### config.mk
export PLATFORM = sky130hd
export DESIGN_NAME = fighter_fsm_flat
export DESIGN_NICKNAME = d
export VERILOG_FILES = /design/src/rtl/fighter_if.sv /design/src/rtl/fighter_fsm.sv /design/src/flat_wrapper.sv
export SDC_FILE = /design/constraint.sdc
export NUM_CORES = 1
export LEC_CHECK = 0
export CAP_MARGIN = 20
export CORE_UTILIZATION = 53
export CTS_CLUSTER_DIAMETER = 50
export CTS_CLUSTER_SIZE = 28
export DETAILED_ROUTE_END_ITERATION = 16
export GPL_ROUTABILITY_DRIVEN = 0
export GPL_TIMING_DRIVEN = 0
export PLACE_DENSITY_LB_ADDON = 0.08
export SYNTH_ARGS = -nofsm -noshare
export SYNTH_HDL_FRONTEND = slang
export SYNTH_SLANG_ARGS = --single-unit
### constraint.sdc
create_clock -name clk -period 4.75 [get_ports clk]
set_clock_uncertainty 0.2 [all_clocks]
set_input_delay 0.95 -clock clk [delete_from_list [all_inputs] [get_ports clk]]
set_output_delay 0.95 -clock clk [all_outputs]
set_load 0.05 [all_outputs]
### src/rtl/fighter_if.sv
// Player-input and sprite/hit-detection bundle for one fighter_fsm instance.
// master drives the frame/button/opponent side; slave is the fighter controller.
interface fighter_if #(
  parameter int XW = 10
);
  logic          frame_tick;
  logic          btn_fwd;
  logic          btn_back;
  logic          btn_attack;
  logic          hit_in;
  logic [XW-1:0] x_pos_opponent;
  logic [XW-1:0] x_pos;
  logic [3:0]    state;
  logic          atk_dir;
  logic          hitbox_active;
  logic [4:0]    phase_frame;
  logic [7:0]    hit_count;

  modport master (
    output frame_tick, btn_fwd, btn_back, btn_attack, hit_in, x_pos_opponent,
    input  x_pos, state, atk_dir, hitbox_active, phase_frame, hit_count
  );

  modport slave (
    input  frame_tick, btn_fwd, btn_back, btn_attack, hit_in, x_pos_opponent,
    output x_pos, state, atk_dir, hitbox_active, phase_frame, hit_count
  );
endinterface

### src/rtl/fighter_fsm.sv
// Per-player fighter controller: walking with clamping, neutral/directional attacks, hit/block stun.
// Define FIGHTER_BLOCK_EN to enable blocking (BLOCKSTUN); otherwise every honoured hit is HITSTUN.
//
// state     | meaning
// IDLE      | standing, accepts attack/move/hit
// MOVE_FWD  | walking toward opponent, clamped at opponent +/- SPRITE_W
// MOVE_BWD  | walking away, clamped at arena edge
// ATK_SU    | attack startup
// ATK_ACT   | attack active, hitbox_active=1
// ATK_REC   | attack recovery, then IDLE
// HITSTUN   | stunned after a hit, hit_in ignored
// BLOCKSTUN | stunned after a block, hit_in ignored
module fighter_fsm #(
  parameter int XW         = 10,
  parameter bit FACE_RIGHT = 1'b1,
  parameter int START_X    = 10,
  parameter int MIN_X      = 0,
  parameter int MAX_X      = 639,
  parameter int SPRITE_W   = 64,
  parameter int FWD_STEP   = 3,
  parameter int BWD_STEP   = 2,
  parameter int N_SU       = 4,
  parameter int N_ACT      = 1,
  parameter int N_REC      = 15,
  parameter int D_SU       = 3,
  parameter int D_ACT      = 2,
  parameter int D_REC      = 16,
  parameter int HITSTUN    = 20,
  parameter int BLOCKSTUN  = 12,
  parameter int PUSHBACK   = 8
) (
  input  logic     clk,
  input  logic     reset_n,
  fighter_if.slave bus
);

  typedef enum logic [3:0] {
    S_IDLE      = 4'd0,
    S_MOVE_FWD  = 4'd1,
    S_MOVE_BWD  = 4'd2,
    S_ATK_SU    = 4'd3,
    S_ATK_ACT   = 4'd4,
    S_ATK_REC   = 4'd5,
    S_HITSTUN   = 4'd6,
    S_BLOCKSTUN = 4'd7
  } state_t;

  typedef logic signed [XW+1:0] sx_t;

  state_t        state_q, state_d;
  logic [XW-1:0] x_q, x_d;
  logic          dir_q, dir_d;
  logic          hitbox_q, hitbox_d;
  logic [4:0]    phase_q, phase_d;
  logic [7:0]    hits_q, hits_d;
  logic          stunned, is_last, block, legal;

  function automatic logic [4:0] last_frame(input state_t s, input logic dir);
    int n;
    n = 1;
    case (s)
      S_ATK_SU:    n = dir ? D_SU  : N_SU;
      S_ATK_ACT:   n = dir ? D_ACT : N_ACT;
      S_ATK_REC:   n = dir ? D_REC : N_REC;
      S_HITSTUN:   n = HITSTUN;
      S_BLOCKSTUN: n = BLOCKSTUN;
      default:     n = 1;
    endcase
    return 5'(n - 1);
  endfunction

  // Widened signed math so steps past either edge clamp instead of wrapping.
  function automatic logic [XW-1:0] back_move(input logic [XW-1:0] x, input int step);
    sx_t xs;
    xs = $signed({2'b00, x});
    if (FACE_RIGHT) begin
      if (xs - sx_t'(step) < sx_t'(MIN_X)) return XW'(MIN_X);
      return x - XW'(step);
    end else begin
      if (xs + sx_t'(step) > sx_t'(MAX_X - SPRITE_W + 1)) return XW'(MAX_X - SPRITE_W + 1);
      return x + XW'(step);
    end
  endfunction

  // Forward walking never pushes this player backward when already inside the separation limit.
  function automatic logic [XW-1:0] fwd_move(input logic [XW-1:0] x, input logic [XW-1:0] opp);
    sx_t xs, os;
    xs = $signed({2'b00, x});
    os = $signed({2'b00, opp});
    if (FACE_RIGHT) begin
      if (xs + sx_t'(FWD_STEP) <= os - sx_t'(SPRITE_W)) return x + XW'(FWD_STEP);
      if (os - sx_t'(SPRITE_W) > xs) return opp - XW'(SPRITE_W);
      return x;
    end else begin
      if (xs - sx_t'(FWD_STEP) >= os + sx_t'(SPRITE_W)) return x - XW'(FWD_STEP);
      if (os + sx_t'(SPRITE_W) < xs) return opp + XW'(SPRITE_W);
      return x;
    end
  endfunction

  always_comb begin
    state_d = state_q;
    x_d     = x_q;
    dir_d   = dir_q;
    phase_d = phase_q;
    hits_d  = hits_q;
    legal   = (state_q[3] == 1'b0);
    stunned = (state_q == S_HITSTUN) || (state_q == S_BLOCKSTUN);
    is_last = (phase_q == last_frame(state_q, dir_q));
    block   = 1'b0;
`ifdef FIGHTER_BLOCK_EN
    block   = bus.btn_back && ((state_q == S_IDLE) || (state_q == S_MOVE_BWD));
`endif
    if (bus.frame_tick) begin
      if (!legal) begin
        state_d = S_IDLE;
        phase_d = '0;
        dir_d   = 1'b0;
      end else if (bus.hit_in && !stunned) begin
        state_d = block ? S_BLOCKSTUN : S_HITSTUN;
        phase_d = '0;
        dir_d   = 1'b0;
        x_d     = back_move(x_q, PUSHBACK);
        if (!block && (hits_q != 8'hFF)) hits_d = hits_q + 8'd1;
      end else begin
        case (state_q)
          S_IDLE: begin
            if (bus.btn_attack) begin
              state_d = S_ATK_SU;
              dir_d   = 1'b0;
              phase_d = '0;
            end else if (bus.btn_fwd && !bus.btn_back) begin
              state_d = S_MOVE_FWD;
            end else if (bus.btn_back && !bus.btn_fwd) begin
              state_d = S_MOVE_BWD;
            end
          end
          S_MOVE_FWD, S_MOVE_BWD: begin
            x_d = (state_q == S_MOVE_FWD) ? fwd_move(x_q, bus.x_pos_opponent)
                                          : back_move(x_q, BWD_STEP);
            if (bus.btn_attack) begin
              state_d = S_ATK_SU;
              dir_d   = 1'b1;
              phase_d = '0;
            end else if ((state_q == S_MOVE_FWD) ? !bus.btn_fwd : !bus.btn_back) begin
              state_d = S_IDLE;
            end
          end
          default: begin
            phase_d = is_last ? 5'd0 : phase_q + 5'd1;
            if (is_last) begin
              if (state_q == S_ATK_SU) begin
                state_d = S_ATK_ACT;
              end else if (state_q == S_ATK_ACT) begin
                state_d = S_ATK_REC;
              end else begin
                state_d = S_IDLE;
                dir_d   = 1'b0;
              end
            end
          end
        endcase
      end
    end
    hitbox_d = (state_d == S_ATK_ACT);
  end

  always_ff @(posedge clk or negedge reset_n) begin
    if (!reset_n) begin
      state_q  <= S_IDLE;
      x_q      <= XW'(START_X);
      dir_q    <= 1'b0;
      hitbox_q <= 1'b0;
      phase_q  <= '0;
      hits_q   <= '0;
    end else begin
      state_q  <= state_d;
      x_q      <= x_d;
      dir_q    <= dir_d;
      hitbox_q <= hitbox_d;
      phase_q  <= phase_d;
      hits_q   <= hits_d;
    end
  end

  assign bus.x_pos         = x_q;
  assign bus.state         = state_q;
  assign bus.atk_dir       = dir_q;
  assign bus.hitbox_active = hitbox_q;
  assign bus.phase_frame   = phase_q;
  assign bus.hit_count     = hits_q;

endmodule
### src/flat_wrapper.sv
// flat-port wrapper written by rule: the top's interface ports become plain ports
module fighter_fsm_flat 
#(
  parameter int XW         = 10,
  parameter bit FACE_RIGHT = 1'b1,
  parameter int START_X    = 10,
  parameter int MIN_X      = 0,
  parameter int MAX_X      = 639,
  parameter int SPRITE_W   = 64,
  parameter int FWD_STEP   = 3,
  parameter int BWD_STEP   = 2,
  parameter int N_SU       = 4,
  parameter int N_ACT      = 1,
  parameter int N_REC      = 15,
  parameter int D_SU       = 3,
  parameter int D_ACT      = 2,
  parameter int D_REC      = 16,
  parameter int HITSTUN    = 20,
  parameter int BLOCKSTUN  = 12,
  parameter int PUSHBACK   = 8
)
  (clk, reset_n, bus_frame_tick, bus_btn_fwd, bus_btn_back, bus_btn_attack, bus_hit_in, bus_x_pos_opponent, bus_x_pos, bus_state, bus_atk_dir, bus_hitbox_active, bus_phase_frame, bus_hit_count);
  fighter_if #(.XW(XW)) bus_i ();
  input  logic clk;
  input  logic reset_n;
  input wire logic [$bits(bus_i.frame_tick)-1:0] bus_frame_tick;
  input wire logic [$bits(bus_i.btn_fwd)-1:0] bus_btn_fwd;
  input wire logic [$bits(bus_i.btn_back)-1:0] bus_btn_back;
  input wire logic [$bits(bus_i.btn_attack)-1:0] bus_btn_attack;
  input wire logic [$bits(bus_i.hit_in)-1:0] bus_hit_in;
  input wire logic [$bits(bus_i.x_pos_opponent)-1:0] bus_x_pos_opponent;
  output wire logic [$bits(bus_i.x_pos)-1:0] bus_x_pos;
  output wire logic [$bits(bus_i.state)-1:0] bus_state;
  output wire logic [$bits(bus_i.atk_dir)-1:0] bus_atk_dir;
  output wire logic [$bits(bus_i.hitbox_active)-1:0] bus_hitbox_active;
  output wire logic [$bits(bus_i.phase_frame)-1:0] bus_phase_frame;
  output wire logic [$bits(bus_i.hit_count)-1:0] bus_hit_count;
  assign bus_i.frame_tick = bus_frame_tick;
  assign bus_i.btn_fwd = bus_btn_fwd;
  assign bus_i.btn_back = bus_btn_back;
  assign bus_i.btn_attack = bus_btn_attack;
  assign bus_i.hit_in = bus_hit_in;
  assign bus_i.x_pos_opponent = bus_x_pos_opponent;
  assign bus_x_pos = bus_i.x_pos;
  assign bus_state = bus_i.state;
  assign bus_atk_dir = bus_i.atk_dir;
  assign bus_hitbox_active = bus_i.hitbox_active;
  assign bus_phase_frame = bus_i.phase_frame;
  assign bus_hit_count = bus_i.hit_count;
  fighter_fsm #(.XW(XW), .FACE_RIGHT(FACE_RIGHT), .START_X(START_X), .MIN_X(MIN_X), .MAX_X(MAX_X), .SPRITE_W(SPRITE_W), .FWD_STEP(FWD_STEP), .BWD_STEP(BWD_STEP), .N_SU(N_SU), .N_ACT(N_ACT), .N_REC(N_REC), .D_SU(D_SU), .D_ACT(D_ACT), .D_REC(D_REC), .HITSTUN(HITSTUN), .BLOCKSTUN(BLOCKSTUN), .PUSHBACK(PUSHBACK)) u_core (.clk(clk), .reset_n(reset_n), .bus(bus_i));
endmodule
==> flow_summary.toml <==
[pwr]
p_leak_nw = 1.611
ir_drop_mv = 0.3803
p_per_area_nw_per_um2 = 678.4

[worst_setup_path]
worst_setup_path_start_kind = "primary input"
worstPathRequired_ps = 4710
ff2ff_setup_slack_ps = 290
r2r-start = "u_core.bus.x_pos[1]$_DFFE_PN1P_"
crit_arrival_ps = 4420
reg2regPathDepth = 13
critPathCapture = "u_core.bus.x_pos[6]$_DFFE_PN0P_"
crit_type = "in2reg"
r2r-end = "u_core.bus.x_pos[6]$_DFFE_PN0P_"
crit_fanout = 10
crit_path_start = "bus_x_pos_opponent[6]"
cp-end-kind = "register"

[logic_synthesis]
async_flop_share_pct = 100.0
synth_fp_nets = 412
synthCells = 365
netlist_area_um2 = 3005
yosysTopAreaCellShare_pct = 22.48
synth_flop_cell = "dfrtp_1"
syn_area_per_cell_um2 = 8.234
synth.distinct_cells = 76
ys_warn_count = 0
ys_top_cells_by_area = "dfrtp_1 (22%), ha_1 (12%), xnor2_1 (4.4%)"
synth_largest_area_cell = "dfrtp_1"
ys_seq_elements = 29
synth-edff-count = 0
yosysSeqAreaShare_pct = 24.23
yosysMostFrequentCell = "nor2_1"
synthTopCellsByCount = "nor2_1 (32), ha_1 (30), inv_1 (30)"

[final_layout]
area_growth_pct = 23.19
fin_nets = 465
final_util_pct = 67.65
seq_area_um2 = 728.2
nFillCells = 486
drive_gt1_share_pct = 9.308
fin_area_um2 = 3702
multiInputGateArea_um2 = 2115
n_antenna_cell = 0

[floorplanning]
dieHeight_um = 77.30
initial_core_util_pct = 54.92
die_area_um2 = 5975
rows = 27
core-area_um2 = 5473
num_io_pins = 46
die_w_um = 77.30

[timing]
rsz0062_at_grt = "false"
fmax_mhz = 224.2
worst_pin_slew_ps = 835.7
hold_violations = 0
min_period_ps = 4459
finalCritPeriodShare_pct = 93.88
final-max-slew-violation-count = 0
max_slew_margin_pct = 43.91
setup_violations = 0

[route]
ant_nets = 0
vias = 3036
routed_wl_mm = 8.074
wl_per_cell_um = 16.44
first_pass_iters = 6
viasPerCell = 6.183
drc_errors = 0
dr.first_iter.drc_count = 319

[placed_design]
post_dp_cell_area_um2 = 3573
place_hpwl_mm = 6.203
io_buffer_count = 45

[clock_network]
cts_tree = "built"
cts_root_buf = "clkbuf_8"
clk_latency_ps = 290
clk_pin_slew_ps = 70
numCtsBuffers = 5
cts_setup_buffers = 0
holdBufCountCts = 0
cts-htree-levels = 2
cts_max_path_buffers = 2
cts.sinks = 29

[job]
cap_viol_max_count = 0

[global_route]
grt_pass1_wl_mm = 13.75
grt_usage_pct = 28.60
grt.overflow.total = 0
grt_pass1_vias = 2906
antenna_found_initial = 0
grt_max_degree = 20

[hold_path]
hp-class = "reg2reg"

[status]
outcome = "finished clean"
sequential cells by signal, indices dropped and copies added (netlist names):
register and flops:
u_core.bus.atk_dir 1, u_core.bus.hitbox_active 1, u_core.bus.phase_frame 5, u_core.bus.state 4, u_core.bus.hit_count 8, u_core.bus.x_pos 10
critical path, cell delays in order:
cell and delay (ps):
clkdlybuf4s50_1 550, inv_1 90, ha_1 220, xnor2_1 310, ha_1 310, a21o_1 190, a21oi_2 170, or4b_4 500
a21o_4 280, o211ai_4 330, o311ai_1 180, a221o_1 340
final cells by class:
class	instances	share of cell area, %
buffer	11	1.386
clock buffer	6	2.230
clock inverter	2	1.014
inverter	32	3.244
multi-input combinational	293	57.11
sequential	29	19.67
tap	72	2.433
timing repair buffer	46	12.91
through the flow:
step | total power [mW] | instances | TNS, ps | setup slack [ps] | hold WS, ps
2_1_floorplan | 1.738 | 365 | 0 | 439.1 | 439.7
3_3_place_gp | 2.169 | 482 | -40.28 | -32.57 | 285.8
3_5_place_dp | 2.202 | 483 | -127.8 | -72.74 | 301.8
4_1_cts | 2.489 | 491 | 0 | 229.0 | 312.8
5_1_grt | 2.701 | 491 | 0 | 98.93 | 333.4
6_report | 2.512 | 491 | 0 | 290.6 | 309.6
how the worst min path moves through the flow:
stage / endpoint / slack (ps) / cells after the start / startpoint
5_1_grt: u_core.bus.hit_count[5]$_DFFE_PN0P_ / 330 / 1 / u_core.bus.hit_count[5]$_DFFE_PN0P_
3_5_place_dp: u_core.bus.hit_count[5]$_DFFE_PN0P_ / 300 / 1 / u_core.bus.hit_count[5]$_DFFE_PN0P_
3_3_place_gp: u_core.bus.hit_count[5]$_DFFE_PN0P_ / 290 / 1 / u_core.bus.hit_count[5]$_DFFE_PN0P_
2_1_floorplan: u_core.bus.x_pos[1]$_DFFE_PN1P_ / 440 / 1 / u_core.bus.x_pos[1]$_DFFE_PN1P_
4_1_cts: u_core.bus.hit_count[7]$_DFFE_PN0P_ / 310 / 1 / u_core.bus.hit_count[7]$_DFFE_PN0P_
6_report: u_core.bus.hit_count[7]$_DFFE_PN0P_ / 310 / 1 / u_core.bus.hit_count[7]$_DFFE_PN0P_
per-layer routing:
layer  track usage, %  up-vias  wire, um
met4            6.226        0        73
li1                 -     1445         -
met1            40.81     1431      3849
met2            45.40      147      3638
met5                0        -         0
met3            4.167       13       513
report_power, final:
part | leakage [nW] | internal, mW | switching (mW) | total (mW)
sequential | 0.362 | 0.341 | 0.130 | 0.471
combinational | 1.19 | 0.648 | 1.12 | 1.77
clock | 0.0574 | 0.170 | 0.104 | 0.275
total | 1.61 | 1.16 | 1.35 | 2.51
repair_timing:
item,4_1_cts,5_1_grt
setup endpoints to repair,0,1
resized for setup,0,1
hold endpoints to repair,0,0
kinds of logic (layout without fill, tap and decap cells):
group,count (synthesis),in the layout,share of synthesized area (%)
adder cells (fa/ha/maj),31,31,12.82
multiplexers,5,5,1.915
XOR/XNOR,26,26,7.577
buffers and inverters,43,97,5.703
AO/OA/AOI/OAI,106,106,25.81
AND/OR/NAND/NOR,125,125,21.94
flip-flops,29,29,24.23
cell usage in the layout (no fill, tap or decap), types with 11 or more instances in the layout:
cell type / count
nand2_1: 28
nor2_1: 32
clkdlybuf4s50_1: 45
a21oi_1: 26
nor3_1: 13
ha_1: 30
dfrtp_1: 27
inv_1: 30
xnor2_1: 15
xor2_1: 11
Power figures use the tool's default switching activity.
